[src/rtl/axis_width_downsizer.sv]
// AXI-Stream width downsizer: splits each IN_WIDTH beat into IN_WIDTH/OUT_WIDTH words, tlast on the final lane only.
// Optional per-packet word and packet statistics are compiled in with `define DOWNSIZER_STATS_EN.
module axis_width_downsizer #(
    parameter int IN_WIDTH  = 64,
    parameter int OUT_WIDTH = 16,
    parameter int LSB_FIRST = 1,
    parameter int CNT_WIDTH = 16
) (
    input  logic                 s_aclk,
    input  logic                 s_aresetn,
    input  logic                 s_axis_tvalid,
    output logic                 s_axis_tready,
    input  logic [IN_WIDTH-1:0]  s_axis_tdata,
    input  logic                 s_axis_tlast,
    output logic                 m_axis_tvalid,
    input  logic                 m_axis_tready,
    output logic [OUT_WIDTH-1:0] m_axis_tdata,
    output logic                 m_axis_tlast,
    output logic                 busy
`ifdef DOWNSIZER_STATS_EN
    ,
    output logic [CNT_WIDTH-1:0] word_count,
    output logic [CNT_WIDTH-1:0] pkt_count
`endif
);

    localparam int LANES  = IN_WIDTH / OUT_WIDTH;
    localparam int LANE_W = $clog2(LANES);

    localparam logic [0:0] EMPTY = 1'b0;
    localparam logic [0:0] HOLD  = 1'b1;

    if ((IN_WIDTH % OUT_WIDTH) != 0 || LANES < 2 || CNT_WIDTH < 1) begin : g_badParams
        $error("axis_width_downsizer: invalid IN_WIDTH/OUT_WIDTH/CNT_WIDTH combination");
    end

    logic [0:0]          r_state;
    logic [LANE_W-1:0]   r_lane;
    logic [IN_WIDTH-1:0] r_holdData;
    logic                r_holdLast;

    logic                 w_lastLane;
    logic                 w_accept;
    logic                 w_emit;
    logic [LANE_W-1:0]    w_sliceIdx;
    logic [OUT_WIDTH-1:0] w_sliceData;

    assign w_lastLane = (r_lane == LANE_W'(LANES - 1));

    // Ready depends only on registered state and the downstream ready, never on s_axis_tvalid.
    assign s_axis_tready = s_aresetn && ((r_state == EMPTY) || (w_lastLane && m_axis_tready));

    assign w_accept = s_axis_tvalid && s_axis_tready;
    assign w_emit   = m_axis_tvalid && m_axis_tready;

    assign w_sliceIdx = (LSB_FIRST != 0) ? r_lane : (LANE_W'(LANES - 1) - r_lane);

    always_comb begin
        w_sliceData = '0;
        for (int i = 0; i < LANES; i++) begin
            if (w_sliceIdx == LANE_W'(i)) begin
                w_sliceData = r_holdData[i*OUT_WIDTH +: OUT_WIDTH];
            end
        end
    end

    assign m_axis_tvalid = (r_state == HOLD);
    assign m_axis_tdata  = w_sliceData;
    assign m_axis_tlast  = r_holdLast && w_lastLane;
    assign busy          = m_axis_tvalid;

    // An accept on the final lane reloads the register in the same cycle, so beats stream without a bubble.
    always_ff @(posedge s_aclk or negedge s_aresetn) begin
        if (!s_aresetn) begin
            r_state    <= EMPTY;
            r_lane     <= '0;
            r_holdData <= '0;
            r_holdLast <= 1'b0;
        end else if (w_accept) begin
            r_state    <= HOLD;
            r_lane     <= '0;
            r_holdData <= s_axis_tdata;
            r_holdLast <= s_axis_tlast;
        end else if (w_emit) begin
            if (w_lastLane) begin
                r_state <= EMPTY;
                r_lane  <= '0;
            end else begin
                r_lane <= r_lane + 1'b1;
            end
        end
    end

`ifdef DOWNSIZER_STATS_EN
    logic [CNT_WIDTH-1:0] r_wordCount;
    logic [CNT_WIDTH-1:0] r_pktCount;

    // The tlast handshake closes the packet, so it clears the word count instead of incrementing it.
    always_ff @(posedge s_aclk or negedge s_aresetn) begin
        if (!s_aresetn) begin
            r_wordCount <= '0;
            r_pktCount  <= '0;
        end else if (w_emit) begin
            if (m_axis_tlast) begin
                r_wordCount <= '0;
                r_pktCount  <= r_pktCount + 1'b1;
            end else begin
                r_wordCount <= r_wordCount + 1'b1;
            end
        end
    end

    assign word_count = r_wordCount;
    assign pkt_count  = r_pktCount;
`endif

endmodule

[config.mk]
export PLATFORM = sky130hd
export DESIGN_NAME = axis_width_downsizer
export DESIGN_NICKNAME = d
export VERILOG_FILES = /design/src/rtl/axis_width_downsizer.sv
export SDC_FILE = /design/constraint.sdc
export NUM_CORES = 1
export LEC_CHECK = 0
export CAP_MARGIN = 5
export CORE_ASPECT_RATIO = 0.6
export CORE_MARGIN = 1.5
export CORE_UTILIZATION = 25
export DETAILED_ROUTE_END_ITERATION = 8
export GPL_TIMING_DRIVEN = 0
export PLACE_DENSITY = 0.53
export SLEW_MARGIN = 40
export SYNTH_ARGS = -nofsm -noshare
export SYNTH_HDL_FRONTEND = slang
export SYNTH_SLANG_ARGS = --single-unit
[constraint.sdc]
create_clock -name s_aclk -period 4.81 [get_ports s_aclk]
set_input_delay 0.481 -clock s_aclk [delete_from_list [all_inputs] [get_ports s_aclk]]
set_output_delay 0.481 -clock s_aclk [all_outputs]
set_load 0.01 [all_outputs]
==> flow_summary.yaml, run 1 <==
run_status:
  status: "finished clean"
global_routing:
  grt_max_degree: 43
  grt_pass1_vias: 2260
  grt_pass1_wl_um: 12800
  grt_use_total_pct: 14.3
  antenna_found_initial: 0
  grt_overflow_total: 0
sta:
  fmax_mhz: 305
  post-route-period-util_pct: 68.1
  fin_setup_tns_ps: 0
  setup_slack_ps: 1530
  hold_ws_ps: 10.5
  drv_slew: 0
  period_needed_ps: 3280
  max-slew-margin-rel_pct: 65.2
  rsz0062_at_grt: "no"
  finalSetupViolations: 0
  worstMarginPinSlew_ps: 523
  finClkSkew_ps: 3.68
  hold_viol: 0
place:
  postPlaceCellArea_um2: 4100
  place_ws_ps: 1900
  gp_congestion: 0.765
  io_buffers: 88
  dpl.hpwl_um: 6300
drt:
  viasPerCell: 4.34
  ant_nets: 0
  routedWlPerCell_um: 17.0
  drc: 0
  via_count: 2107
  totalWireLength_um: 8250
  drt-initial-drc-count: 81
  firstDrtPassIters: 4
power:
  p_total_mw: 2.93
  power.share.clock_pct: 22.7
  p_per_area_nw_per_um2: 665
  switching_share_pct: 32.5
  seq_power_share_pct: 34.8
  ir_worst_vdd_uv: 170
  power_switching_uw: 952
  p_leak_nw: 1.81
  p_int_mw: 1.98
  combPwrFrac_pct: 42.5
cts:
  cts_made_buffers: 9
  cts_sinks: 68
  cts_max_path_buffers: 2
  clockRootBuffer: "clkbuf_16"
  postCtsHoldBufs: 0
  cts_tree: "yes"
  cts_resized: 0
  ctsHtreeMaxLevel: 3
  clock_latency_ps: 330
  cts_setup_buffers: 0
  clk_pin_slew_worst_paths_ps: 50
synth:
  syn_area_um2: 3000
  yosys_most_used_dff: "dfrtp_1"
  yosysSeqAreaShare_pct: 56.8
  ys_async_sr_fraction_pct: 100
  avgSynthCellArea_um2: 13.6
  syn_nets: 294
  syn_inst: 221
  yosysUniqueCellTypes: 24
  synth_edf_count: 0
  ys_ff_latch: 68
  yosys_warnings: 0
layout:
  fillers: 1126
  multi_input_area_um2: 1180
  antenna_cells: 0
  area_growth_syn_to_layout_pct: 47.0
  design_area_um2: 4400
  nNetsFinal: 394
  layout-drive-gt1-share_pct: 20.2
  regArea_um2: 1700
die:
  ios: 89
  die_h_um: 87.8
  core.rowCount: 30
  die_x_um: 144
  dieArea_um2: 12700
  core-area_um2: 11500
  start_util_pct: 26.1
critical_path:
  crit_path_start_kind: "flop"
  crit_arrival_ps: 2790
  crit_required_ps: 4330
  worst-path-max-fanout: 10
  end_kind: "primary output"
  criticalPathCategory: "reg -> out"
min_path:
  hp-class: "in -> async"
job:
  max-cap-violations: 0
## final timing paths
| path | startpoint | end | cells after the start | slack, ps |
|---|---|---|---|---|
| max | r_lane[1] | m_axis_tdata[8] | 8 | 1530 |
| min | s_aresetn | r_holdData[34] | 1 | 10 |
| max reg2reg | r_lane[0] | r_holdData[36] | 6 | 2810 |
| min reg2reg | r_holdData[35] | r_holdData[35] | 1 | 490 |
| max in group asynchronous | s_aresetn | r_holdData[26] | 2 | 4280 |
| min in group s_aclk | r_holdData[35] | r_holdData[35] | 1 | 490 |
## layout make-up
cell class | count | share of cell area, %
Inverter | 3 | 0.256
Sequential cell | 68 | 38.7
Timing Repair Buffer | 89 | 20.5
Tap cell | 160 | 4.55
Multi-Input combinational cell | 136 | 26.9
Clock buffer | 12 | 5.83
Clock inverter | 4 | 1.08
Buffer | 14 | 2.27
## power by group through the flow
stage                     clock (mW)  sequential, mW  combinational [mW]
after floorplan                    0           0.975               0.697
final                          0.664            1.02                1.25
after detailed placement           0            1.03                1.27
after CTS                      0.679            1.02                1.27
after global placement             0            1.01                1.25
after global routing           0.711            1.06                1.35
## cell usage in the layout, fill, tap and decap left out
cell type / Yosys / layout
clkdlybuf4s50_1: 0 / 87
dfrtp_1: 68 / 68
mux2_2: 37 / 37
mux2_1: 28 / 28
a21oi_1: 16 / 16
a22oi_1: 15 / 15
o22ai_1: 15 / 15
clkbuf_16: 0 / 9
nand2_1: 7 / 7
clkbuf_1: 4 / 5
buf_6: 4 / 5
buf_4: 4 / 4
ha_1: 4 / 4
inv_1: 3 / 3
nor2_1: 3 / 3
buf_2: 2 / 2
and2_1: 2 / 2
clkbuf_8: 0 / 2
clkinv_2: 0 / 2
nand3b_1: 1 / 1
or3b_2: 1 / 1
o21ai_0: 1 / 1
a31oi_1: 1 / 1
nor2b_1: 1 / 1
nand2b_1: 1 / 1
a21oi_2: 1 / 1
mux2i_1: 1 / 1
nand3_1: 1 / 1
bufinv_16: 0 / 1
clkinvlp_4: 0 / 1
buf_12: 0 / 1
## metrics by stage
step | instances | util [%]
final | 486 | 38.3
after global routing | 486 | 38.3
after CTS | 486 | 38.3
after detailed placement | 470 | 35.7
after global placement | 469 | 35.5
after floorplan | 221 | -
## registers in the layout, summed over array words and instances, names as in the netlist
signal and flops:
r_holdLast 1, r_lane 2, busy 1, r_holdData 64
## critical path, stage by stage, from the launching register on
cell and delay, ps:
dfrtp_1 390, inv_1 80, ha_1 170, buf_2 170, nor2b_1 390, buf_2 320, a22oi_1 140, a21oi_1 230
clkdlybuf4s50_1 560
## cells by family after synthesis
| family | synth area share (%) |
|---|---|
| muxes | 24.8 |
| and+or+nand+nor | 2.80 |
| buffers and inverters | 3.72 |
| DFF | 56.8 |
| adders and majority gates | 1.67 |
| AOI/OAI and AO/OA | 10.2 |
## cell usage after synthesis (2+ instances only)
master / number / share of area [%]
buf_2: 2 / 0.33
clkbuf_1: 4 / 0.50
a21oi_1: 16 / 2.7
o22ai_1: 15 / 3.1
a22oi_1: 15 / 3.8
nor2_1: 3 / 0.38
buf_4: 4 / 1.0
buf_6: 4 / 1.5
mux2_2: 37 / 14
inv_1: 3 / 0.38
dfrtp_1: 68 / 57
nand2_1: 7 / 0.88
mux2_1: 28 / 11
and2_1: 2 / 0.42
ha_1: 4 / 1.7
## metal layers
metal  vias up  GRT usage, %  wire length, µm
met5         -             0                0
met4         0          4.13               82
met3         7          5.14              427
met2        59          18.7             3230
met1      1026          21.4             4510
li1       1015             -                -
(Power assumes the default switching activity.)
==> run 2: changes to the inputs <==
--- a/config.mk
+++ b/config.mk
@@ -11,7 +11,7 @@
 export CORE_UTILIZATION = 25
 export DETAILED_ROUTE_END_ITERATION = 8
 export GPL_TIMING_DRIVEN = 0
-export PLACE_DENSITY = 0.53
+export PLACE_DENSITY = 0.54
 export SLEW_MARGIN = 40
 export SYNTH_ARGS = -nofsm -noshare
 export SYNTH_HDL_FRONTEND = slang
==> constraint.sdc (replaced) <==
create_clock -name s_aclk -period 3 [get_ports s_aclk]
set_input_delay 0.3 -clock s_aclk [delete_from_list [all_inputs] [get_ports s_aclk]]
set_output_delay 0.3 -clock s_aclk [all_outputs]
set_load 0.01 [all_outputs]
==> run 2 against run 1 <==
  * Cell count stayed put
  * Clock power is 44% higher
  * Critical path type unchanged
  * Non-clock buffer count is 1 higher
  * Critical path depth is 2 lower
  * Flip-flop and latch count stayed put
  * Sequential share of layout area hardly changed
==> flow_summary.yaml, run 2 (synthesis results as in run 1) <==
layout:
  top_regs: "r_holdData: 64 flops, r_lane: 2 flops"
  final_common_cell: "clkdlybuf4s50_1"
  area_growth_syn_to_layout_pct: 46.9
  layout-drive-gt1-share_pct: 20.9
  antenna_cells: 0
  design_area_um2: 4400
  fin_util_pct: 38.3
  nNetsFinal: 395
  final_cell_mix: "clkdlybuf4s50_1, dfrtp_1, mux2_2"
  largest_register: "r_holdData"
  largest_register_ffs: 64
cts:
  clock_latency_ps: 330
  cts_max_path_buffers: 2
  ctsHtreeMaxLevel: 3
  clk_pin_slew_worst_paths_ps: 50
  cts_sinks: 68
  cts_setup_buffers: 0
  cts_made_buffers: 9
  cts_tree: "yes"
  clockRootBuffer: "clkbuf_16"
critical_path:
  crit_buf_inv: 2
  crit_required_ps: 2700
  crit_path_start_kind: "flop"
  crit_path_cell_trace: "ha_1 > nand2b_1 > clkbuf_2 > o22ai_1 > a21oi_1 > clkdlybuf4s50_1"
  critPathMaxStageDelay_ps: 570
  crit_arrival_ps: 2540
  end_kind: "primary output"
  worst-path-max-fanout: 10
  cp_slowest_cell: "clkdlybuf4s50_1"
  criticalPathCategory: "reg -> out"
  crit_start: "r_lane[0]"
  r2r_start: "r_lane[0]"
  cp_top_family: "buffers and inverters"
sta:
  rsz0062_at_grt: "no"
  worstMarginPinSlew_ps: 407
  period_needed_ps: 2840
  finalSetupViolations: 0
  max-slew-margin-rel_pct: 72.8
  drv_slew: 0
  post-route-period-util_pct: 94.6
  finClkSkew_ps: 2.82
  hold_ws_ps: 360
  fmax_mhz: 353
  hold_viol: 0
place:
  postPlaceCellArea_um2: 4110
  io_buffers: 88
  dpl.hpwl_um: 6160
  gp_congestion: 0.814
job:
  max-cap-violations: 0
global_routing:
  grt_use_total_pct: 14.0
  grt_max_degree: 56
  grt_pass1_wl_um: 12800
  grt_overflow_total: 0
  antenna_found_initial: 0
  grt_pass1_vias: 2301
run_status:
  status: "finished clean"
drt:
  totalWireLength_um: 8210
  drc: 0
  via_count: 2143
  ant_nets: 0
  drt-initial-drc-count: 95
  routedWlPerCell_um: 16.9
  firstDrtPassIters: 4
  viasPerCell: 4.41
die:
  die_x_um: 144
  start_util_pct: 26.1
  ios: 89
  core.rowCount: 30
  core-area_um2: 11500
  dieArea_um2: 12700
  die_h_um: 87.8
power:
  p_per_area_nw_per_um2: 1050
  p_leak_nw: 1.81
  ir_worst_vdd_uv: 283
min_path:
  hp-class: "in -> async"
## run 2: cell count changes in the layout (fill, tap and decap cells not counted), sizes merged
cell,change
clkinvlp,-1
dlygate4sd3,+1
bufinv,-1
clkbuf,+1
## run 2: where the power goes
part	total, mW	switching, mW	leakage (nW)	internal [mW]
clock network	0.956	0.359	0.135	0.597
registers	1.63	0.252	0.816	1.38
logic	2.05	0.923	0.861	1.12
total	4.63	1.53	1.81	3.10
## run 2: routing by layer
layer  global-route usage, %  up-vias  part of all wire (%)
met2                    18.8       53                    39
met1                    20.8     1063                    53
met3                    4.54       11                   5.6
li1                        -     1016                     -
met4                    4.78        0                   1.5
met5                       0        -                     0
## run 2: cell type report
type	instances	area, µm²
clock inverters	2	10.0
fillers	1159	7090
clock buffers	13	260
well taps	160	200
repair buffers	90	920
flip-flops and latches	68	1700
multi-input cells	136	1190
inverters	3	11.3
plain buffers	14	106
## run 2: worst paths after layout
check | to | slack, ps | cells past startpoint
max in group asynchronous | r_holdData[14] | 2130 | 3
max reg2reg | r_holdData[11] | 1040 | 6
max | m_axis_tdata[13] | 160 | 6
min | r_holdData[63] | 360 | 2
min in group s_aclk | r_holdData[12] | 480 | 1
min reg2reg | r_holdData[12] | 480 | 1
## run 2: stage by stage
step	instances	setup slack (ps)	setup TNS, ps	power [mW]
2_1_floorplan	221	1140	0	2.68
3_3_place_gp	469	-1650	-158470	3.63
3_5_place_dp	470	237	0	3.68
4_1_cts	486	12.4	0	4.66
5_1_grt	486	8.24	0	4.93
6_report	486	163	0	4.63
## run 2: worst register-to-register path, delay by kind of cell, from the launching register on
family / cells / cell delay (ps)
AOI/OAI and AO/OA: 1 / 260
adders and majority gates: 1 / 320
buffers and inverters: 2 / 400
DFF: 1 / 410
muxes: 1 / 340
and+or+nand+nor: 1 / 130
## run 2: what timing repair did
item,in CTS,in global routing
hold buffers,1,0
resized for setup,3,5
setup endpoints to repair,11,10
hold endpoints to repair,15,0
==> run 3: changes to the inputs <==
--- a/config.mk
+++ b/config.mk
@@ -9,9 +9,10 @@
 export CORE_ASPECT_RATIO = 0.6
 export CORE_MARGIN = 1.5
 export CORE_UTILIZATION = 25
+export CTS_CLUSTER_SIZE = 30
 export DETAILED_ROUTE_END_ITERATION = 8
 export GPL_TIMING_DRIVEN = 0
-export PLACE_DENSITY = 0.54
+export PLACE_DENSITY = 0.53
 export SLEW_MARGIN = 40
 export SYNTH_ARGS = -nofsm -noshare
 export SYNTH_HDL_FRONTEND = slang
==> constraint.sdc (replaced) <==
create_clock -name s_aclk -period 2.8 [get_ports s_aclk]
set_input_delay 0.28 -clock s_aclk [delete_from_list [all_inputs] [get_ports s_aclk]]
set_output_delay 0.28 -clock s_aclk [all_outputs]
set_load 0.01 [all_outputs]
==> run 3 against run 2 <==
  * Register-to-register slack worse by 190 ps
  * Utilization rose by 0.52 points
  * Largest power group unchanged
  * Combinational power increased by 9%
  * Wire length rose by 1.7%
  * Clock skew up 1.2 ps
  * Cell count rose by 0.41%
  * Clock power grew 20%
  * Largest cell class unchanged
  * First-iteration DRC count decreased by 23%
  * Worst hold slack better by 21 ps
==> flow_summary.yaml, run 3 (synthesis results as in run 1) <==
place:
  gp_congestion: 0.765
  dpl.hpwl_um: 6300
  dp_cells: 470
  io_buffers: 88
layout:
  layout-drive-gt1-share_pct: 23.2
  area_growth_syn_to_layout_pct: 48.9
  antenna_cells: 0
  final_cell_mix: "clkdlybuf4s50_1, dfrtp_1, mux2_2"
  top_regs: "r_holdData: 64 flops, r_lane: 2 flops"
  final_common_cell: "clkdlybuf4s50_1"
  largest_register: "r_holdData"
  largest_register_ffs: 64
  final_cells: 488
  nNetsFinal: 396
die:
  start_util_pct: 26.1
  core-area_um2: 11500
  dieArea_um2: 12700
  core.rowCount: 30
  ios: 89
  die_x_um: 144
  die_h_um: 87.8
sta:
  finalSetupViolations: 0
  fmax_mhz: 374
  drv_slew: 0
  fin_setup_tns_ps: 0
  period_needed_ps: 2680
  finClkSkew_ps: 4.00
  post-route-period-util_pct: 95.6
  hold_viol: 0
  max-slew-margin-rel_pct: 80.6
  hold_ws_ps: 380
  worstMarginPinSlew_ps: 291
critical_path:
  crit_buf_inv: 3
  crit_start: "r_lane[0]"
  crit_arrival_ps: 2400
  r2r_start: "r_lane[0]"
  crit_path_start_kind: "flop"
  end_kind: "primary output"
  worst-path-max-fanout: 10
  critPathMaxStageDelay_ps: 550
  crit_required_ps: 2520
  crit_path_cell_trace: "ha_2 > inv_1 > buf_2 > o22ai_1 > a21oi_1 > clkdlybuf4s50_1"
  criticalPathCategory: "reg -> out"
  cp_top_family: "buffers and inverters"
  cp_slowest_cell: "clkdlybuf4s50_1"
power:
  ir_worst_vdd_uv: 294
  p_total_mw: 5.12
  p_leak_nw: 1.83
  p_per_area_nw_per_um2: 1150
cts:
  cts_max_path_buffers: 2
  ctsHtreeMaxLevel: 3
  cts_sinks: 68
  clockRootBuffer: "clkbuf_16"
  clock_latency_ps: 330
  cts_tree: "yes"
  clk_pin_slew_worst_paths_ps: 50
  cts_made_buffers: 9
drt:
  drc: 0
  totalWireLength_um: 8340
  routedWlPerCell_um: 17.1
  drt-initial-drc-count: 73
  via_count: 2129
  viasPerCell: 4.36
  firstDrtPassIters: 4
  ant_nets: 0
global_routing:
  grt_overflow_total: 0
  grt_use_total_pct: 14.3
  grt_pass1_wl_um: 12900
  antenna_found_initial: 0
  grt_pass1_vias: 2274
  grt_max_degree: 43
job:
  max-cap-violations: 0
run_status:
  status: "finished clean"
min_path:
  hp-class: "in -> async"
==> run 3: metrics by stage <==
| stage | util [%] | worst slack [ps] | instance area, µm² |
|---|---|---|---|
| 2_1_floorplan | - | 964 | 3000 |
| 3_3_place_gp | 35.5 | -1880 | 4080 |
| 3_5_place_dp | 35.7 | 87.4 | 4100 |
| 4_1_cts | 38.6 | 11.0 | 4430 |
| 5_1_grt | 38.8 | -2.46 | 4460 |
| 6_report | 38.8 | 124 | 4460 |
==> run 3: worst paths after layout <==
| path | cells past startpoint | endpoint | slack [ps] |
|---|---|---|---|
| max | 6 | m_axis_tdata[10] | 120 |
| min reg2reg | 1 | r_holdData[35] | 480 |
| min in group s_aclk | 1 | r_holdData[35] | 480 |
| min | 2 | r_holdData[34] | 380 |
| max reg2reg | 6 | r_holdData[36] | 850 |
| max in group asynchronous | 3 | r_holdData[26] | 1910 |
==> run 3: where the power goes <==
part	internal, mW	switching (mW)
Combinational	1.24	0.984
Clock	0.734	0.411
Sequential	1.48	0.273
==> run 3: layout make-up <==
type                    instances  area, µm²
inverters                       3       11.3
plain buffers                  14        116
clock buffers                  12        256
fillers                      1123       7030
clock inverters                 4       47.5
multi-input cells             136       1210
well taps                     160        200
repair buffers                 91        920
flip-flops and latches         68       1700
==> run 3: what timing repair did <==
action,in CTS,in global routing
pin swaps,0,2
hold buffers,1,0
resized for setup,8,9
setup endpoints to repair,11,10
hold endpoints to repair,28,0
buffers inserted,0,1
==> run 3: layer usage <==
layer / track usage (%) / part of all wire, % / up-vias
li1: - / - / 1017
met1: 21.4 / 54 / 1041
met2: 19.0 / 39 / 63
met3: 5.14 / 5.9 / 8
met4: 4.13 / 0.97 / 0
met5: 0 / 0 / -
